$ cat config.mk
export PLATFORM = sky130hd
export DESIGN_NAME = serial_adder_ctrl
export DESIGN_NICKNAME = d
export VERILOG_FILES = /design/src/rtl/serial_adder_ctrl.sv
export SDC_FILE = /design/constraint.sdc
export NUM_CORES = 1
export LEC_CHECK = 0
export ABC_AREA = 1
export CAP_MARGIN = 0
export CELL_PAD_IN_SITES_DETAIL_PLACEMENT = 1
export CELL_PAD_IN_SITES_GLOBAL_PLACEMENT = 1
export CORE_ASPECT_RATIO = 1.4
export CORE_UTILIZATION = 39
export CTS_BUF_LIST = sky130_fd_sc_hd__clkbuf_8
export DETAILED_ROUTE_END_ITERATION = 8
export HOLD_SLACK_MARGIN = 0.02
export PLACE_DENSITY = 0.9
export SYNTH_ARGS = -nofsm -noshare
export SYNTH_HDL_FRONTEND = slang
export SYNTH_SLANG_ARGS = --single-unit
$ cat constraint.sdc
create_clock -name clk -period 2.7 [get_ports clk]
set_input_delay 0.54 -clock clk [delete_from_list [all_inputs] [get_ports clk]]
set_output_delay 0.54 -clock clk [all_outputs]
set_load 0.1 [all_outputs]
$ cat src/rtl/serial_adder_ctrl.sv
// serial_adder_ctrl: bit-serial WIDTH-bit add/subtract built around one shared
// full adder. One operation is accepted per start handshake. The adder then runs
// LSB-first for WIDTH cycles, and the result is offered on a done handshake.
module serial_adder_ctrl #(
    parameter int WIDTH = 16
) (
    input  logic             clk,
    input  logic             reset,
    input  logic             start_valid,
    output logic             start_ready,
    input  logic [WIDTH-1:0] a,
    input  logic [WIDTH-1:0] b,
    input  logic             sub,
    output logic             done_valid,
    input  logic             done_ready,
    output logic [WIDTH-1:0] result,
    output logic             carry_out,
    output logic             overflow,
    output logic             busy
);

    localparam int CW = (WIDTH > 2) ? $clog2(WIDTH) : 1;

    typedef enum logic [1:0] {
        ST_IDLE = 2'd0,
        ST_RUN  = 2'd1,
        ST_DONE = 2'd2
    } state_t;

    state_t           r_state;
    state_t           w_state_next;
    logic [WIDTH-1:0] r_a;
    logic [WIDTH-1:0] r_b;
    logic [WIDTH-1:0] r_result;
    logic [CW-1:0]    r_cnt;
    logic             r_carry;
    logic             r_carry_out;
    logic             r_overflow;

    logic [WIDTH-1:0] w_b_in;
    logic             w_accept;
    logic             w_last;
    logic             w_sum;
    logic             w_cout;

    // Subtraction is A + ~B + 1: invert B per bit here, the +1 comes from the carry FF.
    generate
        for (genvar gi = 0; gi < WIDTH; gi++) begin : g_b_inv
            assign w_b_in[gi] = b[gi] ^ sub;
        end
    endgenerate

    // The single shared full adder, fed from the LSBs of the shift registers.
    assign w_sum  = r_a[0] ^ r_b[0] ^ r_carry;
    assign w_cout = (r_a[0] & r_b[0]) | (r_a[0] & r_carry) | (r_b[0] & r_carry);

    assign w_accept = (r_state == ST_IDLE) && start_valid;
    assign w_last   = (r_state == ST_RUN) && (r_cnt == CW'(WIDTH - 1));

    // State register.
    always_ff @(posedge clk) begin
        if (reset) begin
            r_state <= ST_IDLE;
        end else begin
            r_state <= w_state_next;
        end
    end

    // Next-state decode.
    always_comb begin
        w_state_next = r_state;
        case (r_state)
            ST_IDLE: if (start_valid) w_state_next = ST_RUN;
            ST_RUN:  if (w_last)      w_state_next = ST_DONE;
            ST_DONE: if (done_ready)  w_state_next = ST_IDLE;
            default:                  w_state_next = ST_IDLE;
        endcase
    end

    // Datapath: load operands on accept, then shift one bit per cycle while running.
    always_ff @(posedge clk) begin
        if (reset) begin
            r_a         <= '0;
            r_b         <= '0;
            r_result    <= '0;
            r_cnt       <= '0;
            r_carry     <= 1'b0;
            r_carry_out <= 1'b0;
            r_overflow  <= 1'b0;
        end else if (w_accept) begin
            r_a         <= a;
            r_b         <= w_b_in;
            r_carry     <= sub;
            r_cnt       <= '0;
            r_result    <= '0;
            r_carry_out <= 1'b0;
            r_overflow  <= 1'b0;
        end else if (r_state == ST_RUN) begin
            r_result <= {w_sum, r_result[WIDTH-1:1]};
            r_a      <= {1'b0, r_a[WIDTH-1:1]};
            r_b      <= {1'b0, r_b[WIDTH-1:1]};
            r_carry  <= w_cout;
            r_cnt    <= r_cnt + 1'b1;
            if (w_last) begin
                // Signed overflow: carry into the MSB differs from carry out of it.
                r_carry_out <= w_cout;
                r_overflow  <= r_carry ^ w_cout;
            end
        end
    end

    assign start_ready = (r_state == ST_IDLE);
    assign done_valid  = (r_state == ST_DONE);
    assign busy        = (r_state == ST_RUN);
    assign result      = r_result;
    assign carry_out   = r_carry_out;
    assign overflow    = r_overflow;

endmodule
## Word level (Yosys, flattened, before mapping)

Index checks and enable logic that the tools add are counted.

| operators by class | value |
|---|---|
| $add $sub $neg | 1 |
| equal/unequal tests | 6 |
| muxes and demuxes | 10 |
| bitwise gates (word level) | 24 |
| reduce and logical (&&, ||, !) cells | 7 |

Operators with widths:

| operator | number |
|---|---|
| $mux W16 | 4 |
| $xor A1 B1 Y1 | 19 |
| $mux W2 | 3 |
| $pmux W2 S3 | 1 |
| $add A4 B1 Y4 const B | 1 |
| $eq A4 B4 Y1 const B | 1 |
| $ne A2 B1 Y1 const B | 2 |
| $and A1 B1 Y1 | 3 |
| $reduce_and A3 Y1 | 1 |
| $eq A2 B1 Y1 const B | 1 |
| $eq A2 B2 Y1 const B | 1 |
| $logic_and A1 B1 Y1 | 2 |
| $logic_not A2 Y1 | 1 |
| $mux W1 | 2 |
| $ne A2 B2 Y1 const B | 1 |
| $or A1 B1 Y1 | 2 |
| $reduce_and A2 Y1 | 1 |
| $reduce_bool A2 Y1 | 1 |
| $reduce_or A2 Y1 | 1 |

| storage, ports and cells | value |
|---|---|
| register bits after elaboration | 57 |
| bits of input ports | 37 |
| output and inout port bits | 21 |
| word-level logic and storage cells | 56 |

## Logic depth before layout (Yosys ltp)

Gate-level depths: netlist (run 1).

| depth | value |
|---|---|
| depth after elaboration | 5 |
| mapped depth | 9 |
| depth with buffers taken out | 7 |

## Worst setup path after synthesis (run 1)

No wires, ideal clock.

| timing | value |
|---|---|
| path type | register to output |
| start | register r_state[1] |
| end | output port done_valid |
| arrival | 1.808 ns |
| slack | 0.352 ns |
| cell stages (with the launch flop) | 3 |
| buffers on the path | 0 |
| path through | dfxtp_1 -> inv_2 -> nor2_1 |

| between the ends | value |
|---|---|
| cells in the longest elaborated chain, start to end | 1 |

Ends and longest elaborated chain:

| item | RTL line | text |
|---|---|---|
| start, declared | 30 | `state_t r_state;` |
| start signal, assigned | 65 | `r_state <= w_state_next;` |
| $eq A2 B2 Y1 | 113 | `assign done_valid = (r_state == ST_DONE);` |
| end, declared | 14 | `output logic done_valid,` |

No other way between the ends.

## Worst setup path in the final report (run 1)

| timing | value |
|---|---|
| start | register r_state[0] |
| end | output port start_ready |

| between the ends | value |
|---|---|
| cells in the longest elaborated chain, start to end | 1 |

Ends and longest elaborated chain:

| item | RTL line | text |
|---|---|---|
| $logic_not A2 Y1 | 112 | `assign start_ready = (r_state == ST_IDLE);` |
| end, declared | 10 | `output logic start_ready,` |

No other way between the ends.

==> impl_metrics.tcl, run 1 <==
set metrics [dict create \
    pwr-share-seq_pct 44.0 \
    numPortBuffers 57 \
    die_area_um2 7360 \
    htree_num_levels 3 \
    yosys_warnings 0 \
    insertion_delay_ns 0.34 \
    synthToLayoutAreaGrowth_pct 28.5 \
    diodes 0 \
    num_rows 35 \
    initial_core_util_pct 40.8 \
    layout.nets 507 \
    cts_resized 0 \
    setup_tns_ns 0 \
    gp_congestion 0.738 \
    finalWorstSetupSlack_ns 0.694 \
    dp.cells 549 \
    yosys.area.top_type_share_pct 41.7 \
    grt_use_total_pct 21.6 \
    io_pins 58 \
    antenna_found_initial 0 \
    ys_seq_area_share_pct 41.7 \
    grt.overflow.total 0 \
    p_leak_nw 1.68 \
    via_count 2708 \
    path_class "flip-flop to output pin" \
    period_needed_ns 2.01 \
    cts-root-buf "clkbuf_8" \
    grt_pass1_vias 2800 \
    drc 0 \
    r2r_start "r_state[0]$_SDFFE_PP0P_" \
    dp_hpwl_um 5100 \
    drtIter0Drc 67 \
    postSynthAreaPerCell_um2 6.59 \
    viasPerCell 4.80 \
    worst_setup_path_end_kind "output pin" \
    die_w_um 72.8 \
    drive_gt1_share_pct 10.8 \
    min_period_over_period_pct 74.3 \
    hp-class "flip-flop to flip-flop" \
    setup_viol_count_final 0 \
    ys_top_cells_by_area "dfxtp_1 42%, nand2_1 26%, nand3_1 8.6%, inv_1 5.2%, a21oi_1 4.4%" \
    startpoint "r_state[0]$_SDFFE_PP0P_" \
    status "completed" \
    final_util_pct 52.5 \
    cts_tree "yes" \
    postCtsSetupBuffers 0 \
    fmax_ghz 0.499 \
    cts_hold_buffers 0 \
    ys_types 21 \
    finClkSkew_ns 0.00646 \
    grt_max_degree 34 \
    fill_cells 892 \
    clkPwrFrac_pct 41.5 \
    drtPass1Iterations 4 \
    place_ws_ns 0.701 \
    path_max_fanout 18 \
    rsz0062_at_grt "false" \
    cap_violations 0 \
    hold_viol_final 0 \
    cts_buffers 9 \
    cts_buffer_depth 2 \
    p_per_area_nw_per_um2 582 \
    synth_area_um2 2740 \
    ant_nets 0 \
    die_height_um 101 \
    grt_pass1_wl_um 12200 \
    ys_ff_latch 57 \
    min_from "r_b[15]$_SDFFE_PP0P_" \
    relSlewSlack_pct 70.9 \
    final-instance-count-excl-fill 564 \
    critPathLaunchType "flip-flop" \
    yosys.area.top_type "dfxtp_1" \
    p_int_mw 1.52 \
    p_sw_uw 526 \
    combPwrFrac_pct 14.5 \
    arrival_ns 1.47 \
    report.power.total_mw 2.05 \
    switching_share_pct 25.7 \
    clk_pin_slew_ns 0.06 \
    wl_per_cell_um 12.6 \
    tightest_slew_ns 0.436 \
    syn-num-nets 454 \
    syn_inst 415 \
    cts.sinks 57 \
    ir_drop_mv 0.266 \
    core_area_um2 6700 \
    required_ns 2.16 \
    routed_wl_um 7110 \
    final_max_slew_viol_count 0 \
]
cells by family (layout without fill, tap and decap cells):
group           after synthesis  after routing  synth area share [%]
buf+inv                      62            119                  10.3
flops                        57             57                  41.7
fa+ha+maj                     2              2                  1.19
simple gates                266            266                  41.2
compound gates               25             25                  4.71
xor+xnor                      3              3                 0.960
cells in the mapped netlist (all sizes together):
| cell type | number |
|---|---|
| dfxtp | 57 |
| fa | 1 |
| nor2 | 12 |
| inv | 40 |
| ha | 1 |
| o21ai | 1 |
| a21oi | 24 |
| nor3b | 1 |
| and2 | 14 |
| nand3 | 47 |
| nand2 | 192 |
| xnor2 | 1 |
| clkbuf | 3 |
| buf | 19 |
| xor2 | 2 |
placed cells by master (no fill, tap or decap):
cell type,n
inv_1,38
clkbuf_8,13
inv_2,2
nor2_4,3
nand2_2,1
nor2_1,9
fa_1,1
xnor2_1,1
ha_1,1
buf_4,27
a21oi_1,24
nor3b_2,1
clkdlybuf4s50_1,36
nand3_1,47
and2_1,14
xor2_1,2
dfxtp_1,57
bufinv_16,1
nand2_1,191
clkinv_2,1
o21ai_2,1
buf_12,1
worst max-delay path, stage by stage (launching register included):
cell,delay [ns]
dfxtp_1,0.40
nor2_4,0.35
buf_4,0.37
routing by layer:
metal  vias up  track usage [%]  share of wire [%]
li1       1372                -                  -
met1      1280             22.0                 40
met2        48             41.0                 55
met3         8             5.70                3.1
met4         0             8.75                1.4
met5         -                0                  0
registers in the layout, indices dropped and copies added (netlist names):
name / cells
carry_out: 1
overflow: 1
r_a: 16
r_b: 16
r_carry: 1
r_cnt: 4
r_state: 2
result: 16
stage by stage:
| step | hold WS (ns) | instance area, µm² |
|---|---|---|
| floorplan | 0.438 | 2740 |
| global placement | 0.457 | 3300 |
| detailed placement | 0.466 | 3300 |
| CTS | 0.478 | 3520 |
| global route | 0.506 | 3520 |
| finish | 0.473 | 3520 |
worst paths after layout:
kind                            endpoint  slack (ns)  cells past startpoint
setup / recovery             start_ready        0.69                      2
hold / removal      r_b[15]$_SDFFE_PP0P_        0.47                      2
setup reg to reg  result[9]$_SDFFE_PP0P_        1.09                      5
hold reg to reg     r_b[15]$_SDFFE_PP0P_        0.47                      2
power by group through the flow:
| stage | clock network (mW) | logic (mW) | registers, mW |
|---|---|---|---|
| after floorplan | 0 | 0.198 | 0.916 |
| after global placement | 0 | 0.289 | 0.917 |
| after detailed placement | 0 | 0.301 | 0.919 |
| after CTS | 0.860 | 0.302 | 0.901 |
| after global routing | 0.901 | 0.333 | 0.905 |
| final | 0.849 | 0.297 | 0.901 |
area by class of cell:
type | count | area, µm² | area share (%)
Clock buffer | 13 | 179 | 5.09
Clock inverter | 2 | 35.0 | 0.996
Inverter | 40 | 150 | 4.27
Multi-Input combinational cell | 296 | 1310 | 37.4
Sequential cell | 57 | 1140 | 32.4
Tap cell | 92 | 115 | 3.27
Timing Repair Buffer | 64 | 583 | 16.6
(Power assumes the default switching activity.)
==> run 2: changes to the inputs <==
--- a/config.mk
+++ b/config.mk
@@ -10,11 +10,11 @@
 export CELL_PAD_IN_SITES_DETAIL_PLACEMENT = 1
 export CELL_PAD_IN_SITES_GLOBAL_PLACEMENT = 1
 export CORE_ASPECT_RATIO = 1.4
-export CORE_UTILIZATION = 39
+export CORE_UTILIZATION = 33
 export CTS_BUF_LIST = sky130_fd_sc_hd__clkbuf_8
 export DETAILED_ROUTE_END_ITERATION = 8
 export HOLD_SLACK_MARGIN = 0.02
-export PLACE_DENSITY = 0.9
+export PLACE_DENSITY = 0.82
 export SYNTH_ARGS = -nofsm -noshare
 export SYNTH_HDL_FRONTEND = slang
 export SYNTH_SLANG_ARGS = --single-unit
==> constraint.sdc (replaced) <==
create_clock -name clk -period 1.6 [get_ports clk]
set_input_delay 0.32 -clock clk [delete_from_list [all_inputs] [get_ports clk]]
set_output_delay 0.32 -clock clk [all_outputs]
set_load 0.1 [all_outputs]
==> run 2 against run 1 <==
Against the previous run: cell area is 11% higher; via count rose by 2.6%; critical path type unchanged; worst hold slack better by 0.019 ns; wire length rose by 7.4%.
==> impl_metrics.tcl, run 2 (synthesized netlist as in run 1, its figures left out) <==
set metrics [dict create \
    relSlewSlack_pct 69.8 \
    place_area_um2 3670 \
    rsz0062_at_grt "false" \
    io_pins 58 \
    worst_setup_path_end_kind "output pin" \
    fill_cells 1026 \
    ir_drop_mv 0.415 \
    min_from "r_a[0]$_SDFFE_PP0P_" \
    die_w_um 79.0 \
    status "completed" \
    crit_chain "nor2_4 -> buf_12" \
    rrSetupSlack_ns 0.26 \
    final_area_um2 3890 \
    cts_buffers 9 \
    r2r-end "r_cnt[2]$_SDFFE_PP0P_" \
    ant_nets 0 \
    routed_wl_um 7630 \
    clk_pin_slew_ns 0.06 \
    finClkSkew_ns 0.00588 \
    whs_path_depth 2 \
    final-instance-count-excl-fill 583 \
    max_stage_delay_ns 0.36 \
    p_per_area_nw_per_um2 840 \
    critPathLaunchType "flip-flop" \
    layout.nets 517 \
    final_common_cell "nand2_1" \
    cts-root-buf "clkbuf_8" \
    critPathBufInv 1 \
    setup_viol_count_final 0 \
    via_count 2778 \
    die_area_um2 8670 \
    drtPass1Iterations 4 \
    drtIter0Drc 59 \
    period_needed_ns 1.55 \
    grt_use_total_pct 19.5 \
    final_util_pct 49.4 \
    cts_hold_buffers 0 \
    fmax_ghz 0.644 \
    viasPerCell 4.77 \
    min_to "r_a[0]$_SDFFE_PP0P_" \
    drc 0 \
    hold_ws_ns 0.492 \
    insertion_delay_ns 0.33 \
    die_height_um 110 \
    path_class "flip-flop to output pin" \
    gp_congestion 0.721 \
    layout_common_cells "191 x nand2_1, 55 x dfxtp_1, 47 x nand3_1" \
    dp_hpwl_um 5650 \
    diodes 0 \
    r2r_start "r_state[0]$_SDFFE_PP0P_" \
    core_area_um2 7890 \
    multi_input_area_um2 1320 \
    path_max_fanout 13 \
    cp_slowest_cell "dfxtp_4" \
    regArea_um2 1150 \
    initial_core_util_pct 34.7 \
    cap_violations 0 \
    wl_per_cell_um 13.1 \
    arrival_ns 1.23 \
    hold_viol_final 0 \
    synthToLayoutAreaGrowth_pct 42.3 \
    tightest_slew_ns 0.452 \
    numPortBuffers 57 \
    num_rows 38 \
    grt_max_degree 26 \
    hp-class "flip-flop to flip-flop" \
    grt_pass1_wl_um 13100 \
    htree_num_levels 3 \
    grt.overflow.total 0 \
    cts_tree "yes" \
    critPathTopFamily "flip-flops" \
    required_ns 1.28 \
    min_period_over_period_pct 97.1 \
    cts_buffer_depth 2 \
    cts.sinks 57 \
    antenna_found_initial 0 \
    r2r_cells 7 \
    p_leak_nw 1.81 \
    final_max_slew_viol_count 0 \
    drive_gt1_share_pct 13.0 \
    dp.cells 565 \
    grt_pass1_vias 2979 \
]
[run 2: cell count changes in the layout (fill, tap and decap cells not counted)]
cell	delta
buf_12	+22
buf_4	-14
clkbuf_8	-2
clkinv_2	+2
dfxtp_1	-2
inv_1	+2
buf_16	+1
bufbuf_16	+1
bufinv_16	-1
dfxtp_2	+1
dfxtp_4	+1
nor2_1	-1
nor2_4	+1
[run 2: layer usage]
layer | global-route usage (%) | vias up | wire [µm]
li1 | - | 1394 | -
met1 | 19.4 | 1310 | 2980
met2 | 38.6 | 55 | 4280
met3 | 2.82 | 19 | 195
met4 | 9.61 | 0 | 181
met5 | 0 | - | 0
[run 2: timing repair]
item,CTS,global route
pin swaps,0,1
cloned,1,0
buffers inserted,1,0
resized for setup,3,1
setup endpoints to repair,1,2
[run 2: report_power, final]
group | switching, mW | internal, mW
Sequential | 0.0371 | 1.48
Clock | 0.537 | 0.626
Combinational | 0.319 | 0.271
[run 2: worst max-delay path by stage]
stage                                        from                   end  slack [ns]  cells past startpoint
final                     r_state[0]$_SDFFE_PP0P_           start_ready        0.05                      2
after global routing      r_state[0]$_SDFFE_PP0P_           start_ready        0.01                      2
after CTS                 r_state[1]$_SDFFE_PP0P_           start_ready       0.004                      2
after detailed placement                      sub   r_b[0]$_SDFFE_PP0P_       -0.05                      8
after global placement                start_valid  r_b[14]$_SDFFE_PP0P_        0.08                      8
after floorplan           r_state[0]$_SDFFE_PP0P_                  busy        0.15                      4
[run 2: final cells by class]
type                    count  share of cell area (%)
well taps                 100                    3.21
clock inverters             5                   0.578
inverters                  40                    3.85
clock buffers              11                    3.89
multi-input cells         296                    33.9
repair buffers             74                    25.1
flip-flops and latches     57                    29.4
[run 2: worst register-to-register path, delay by kind of cell (launching register included)]
| family | cells | cell delay [ns] |
|---|---|---|
| DFF | 1 | 0.38 |
| and+or+nand+nor | 3 | 0.29 |
| buffers and inverters | 3 | 0.41 |
| xor gates and xnor gates | 1 | 0.15 |
[run 2: through the flow]
stage | setup TNS [ns] | power, mW | setup WS [ns]
finish | 0 | 3.27 | 0.0461
detailed placement | -0.206 | 2.12 | -0.0479
CTS | 0 | 3.32 | 0.00442
floorplan | 0 | 1.88 | 0.146
global route | 0 | 3.44 | 0.0118
global placement | 0 | 2.09 | 0.0762
==> run 3: changes to the inputs <==
--- a/config.mk
+++ b/config.mk
@@ -10,9 +10,11 @@
 export CELL_PAD_IN_SITES_DETAIL_PLACEMENT = 1
 export CELL_PAD_IN_SITES_GLOBAL_PLACEMENT = 1
 export CORE_ASPECT_RATIO = 1.4
+export CORE_MARGIN = 2
 export CORE_UTILIZATION = 33
 export CTS_BUF_LIST = sky130_fd_sc_hd__clkbuf_8
 export DETAILED_ROUTE_END_ITERATION = 8
+export GPL_TIMING_DRIVEN = 0
 export HOLD_SLACK_MARGIN = 0.02
 export PLACE_DENSITY = 0.82
 export SYNTH_ARGS = -nofsm -noshare
==> run 3 against run 2 <==
Against the previous run: the run now ends with negative setup slack left; register-to-register slack worse by 0.19 ns; combinational power is essentially flat; clock power is 26% higher; fmax down 5.3%; utilization is 3.6 points lower; wire length increased by 1.1%; sequential share of layout area up 1.4 points; worst hold slack got worse by 0.13 ns; critical endpoint is now busy; highest routed layer unchanged.
==> impl_metrics.tcl, run 3 (synthesized netlist as in run 1, its figures left out) <==
set metrics [dict create \
    status "finished, violations left" \
    failed_checks "negative setup slack" \
    multi_input_area_um2 1320 \
    drc 0 \
    path_max_fanout 6 \
    hold_viol_final 0 \
    insertion_delay_ns 0.35 \
    critPathLaunchType "flip-flop" \
    cts-root-buf "clkbuf_8" \
    p_leak_nw 1.80 \
    routed_wl_um 7710 \
    layout_common_cells "191 x nand2_1, 55 x dfxtp_1, 47 x nand3_1" \
    arrival_ns 1.32 \
    grt_use_total_pct 18.2 \
    io_pins 58 \
    cts_buffers 9 \
    htree_num_levels 3 \
    path_class "flip-flop to output pin" \
    core_area_um2 8100 \
    drtIter0Drc 89 \
    synthToLayoutAreaGrowth_pct 35.5 \
    rsz0062_at_grt "true" \
    fill_cells 1080 \
    layout.nets 531 \
    numPortBuffers 55 \
    critPathBufInv 4 \
    finalWorstSetupSlack_ns -0.0403 \
    drive_gt1_share_pct 15.7 \
    cap_violations 0 \
    period_needed_ns 1.64 \
    grt_max_degree 11 \
    viasPerCell 4.75 \
    wl_per_cell_um 12.9 \
    cts_buffer_depth 2 \
    finClkSkew_ns 0.00973 \
    gp_congestion 0.765 \
    num_rows 39 \
    dp_hpwl_um 5400 \
    grt.overflow.total 0 \
    fmax_ghz 0.610 \
    antenna_found_initial 0 \
    rrSetupSlack_ns 0.07 \
    min_period_over_period_pct 103 \
    ant_nets 0 \
    relSlewSlack_pct 64.1 \
    final_common_cell "nand2_1" \
    drtPass1Iterations 4 \
    grt_pass1_vias 2885 \
    die_height_um 112 \
    max_stage_delay_ns 0.34 \
    clk_pin_slew_ns 0.06 \
    hp-class "input pin to flip-flop" \
    diodes 0 \
    cts_tree "yes" \
    p_per_area_nw_per_um2 963 \
    initial_core_util_pct 33.8 \
    regArea_um2 1140 \
    critPathTopFamily "buffers and inverters" \
    grt_pass1_wl_um 12800 \
    die_w_um 81.0 \
    hold_ws_ns 0.361 \
    setup_tns_ns -0.0480 \
    via_count 2847 \
    ir_drop_mv 0.555 \
    tightest_slew_ns 0.541 \
    final_max_slew_viol_count 0 \
    cts_hold_buffers 0 \
    report.power.total_mw 3.57 \
    setup_viol_count_final 2 \
    cts.sinks 57 \
    cp_slowest_cell "dfxtp_2" \
    worst_setup_path_end_kind "output pin" \
    die_area_um2 9050 \
    required_ns 1.28 \
    crit_chain "buf_6 -> inv_2 -> nor2_4 -> buf_8 -> buf_12" \
]
==> run 3: timing repair <==
action / in CTS / in global routing
endpoints found under the hold margin: 0 / 0
pin swaps: 1 / 2
buffers inserted: 2 / 9
gates resized for setup: 93 / 29
endpoints found under the setup margin: 31 / 27
==> run 3: cell type report <==
| cell class | instances | share of cell area [%] |
|---|---|---|
| clock inverters | 7 | 2.33 |
| inverters | 40 | 4.05 |
| multi-input cells | 296 | 35.6 |
| plain buffers | 22 | 4.08 |
| flip-flops and latches | 57 | 30.8 |
| clock buffers | 9 | 3.34 |
| well taps | 102 | 3.44 |
| repair buffers | 66 | 16.3 |
==> run 3: power breakdown <==
part | switching [mW] | internal (mW) | leakage [nW] | total [mW]
Sequential | 0.0347 | 1.48 | 0.465 | 1.52
Clock | 0.601 | 0.862 | 0.110 | 1.46
Combinational | 0.325 | 0.265 | 1.22 | 0.591
Total | 0.961 | 2.61 | 1.80 | 3.57
==> run 3: tightest hold or removal path: cells and delay by family <==
kind                   cells  cell delay [ns]
buffers and inverters      1             0.15
AND/OR/NAND/NOR            1             0.10
AO/OA/AOI/OAI              1             0.08
==> run 3: routing by layer <==
metal	up-vias	track usage [%]	wire, µm
met5	-	0	0
met4	0	10.3	195
met3	20	3.48	266
met2	56	31.5	4040
met1	1347	20.3	3210
li1	1424	-	-
==> run 3: final timing paths <==
| path | from | to | cells after the start |
|---|---|---|---|
| max | r_state[0]$_SDFFE_PP0P_ | busy | 5 |
| min | start_valid | r_state[0]$_SDFFE_PP0P_ | 3 |
| max reg2reg | r_state[0]$_SDFFE_PP0P_ | r_cnt[0]$_SDFFE_PP0P_ | 9 |
| min reg2reg | r_b[15]$_SDFFE_PP0P_ | r_b[15]$_SDFFE_PP0P_ | 2 |
==> run 3: through the flow <==
stage	setup WS, ns	cells	utilization [%]	cell area [µm²]
after floorplan	0.146	415	-	2740
after global placement	-0.853	572	42.2	3420
after detailed placement	-0.912	572	42.2	3420
after CTS	-0.264	590	45.4	3680
after global routing	-0.0954	599	45.8	3710
final	-0.0403	599	45.8	3710
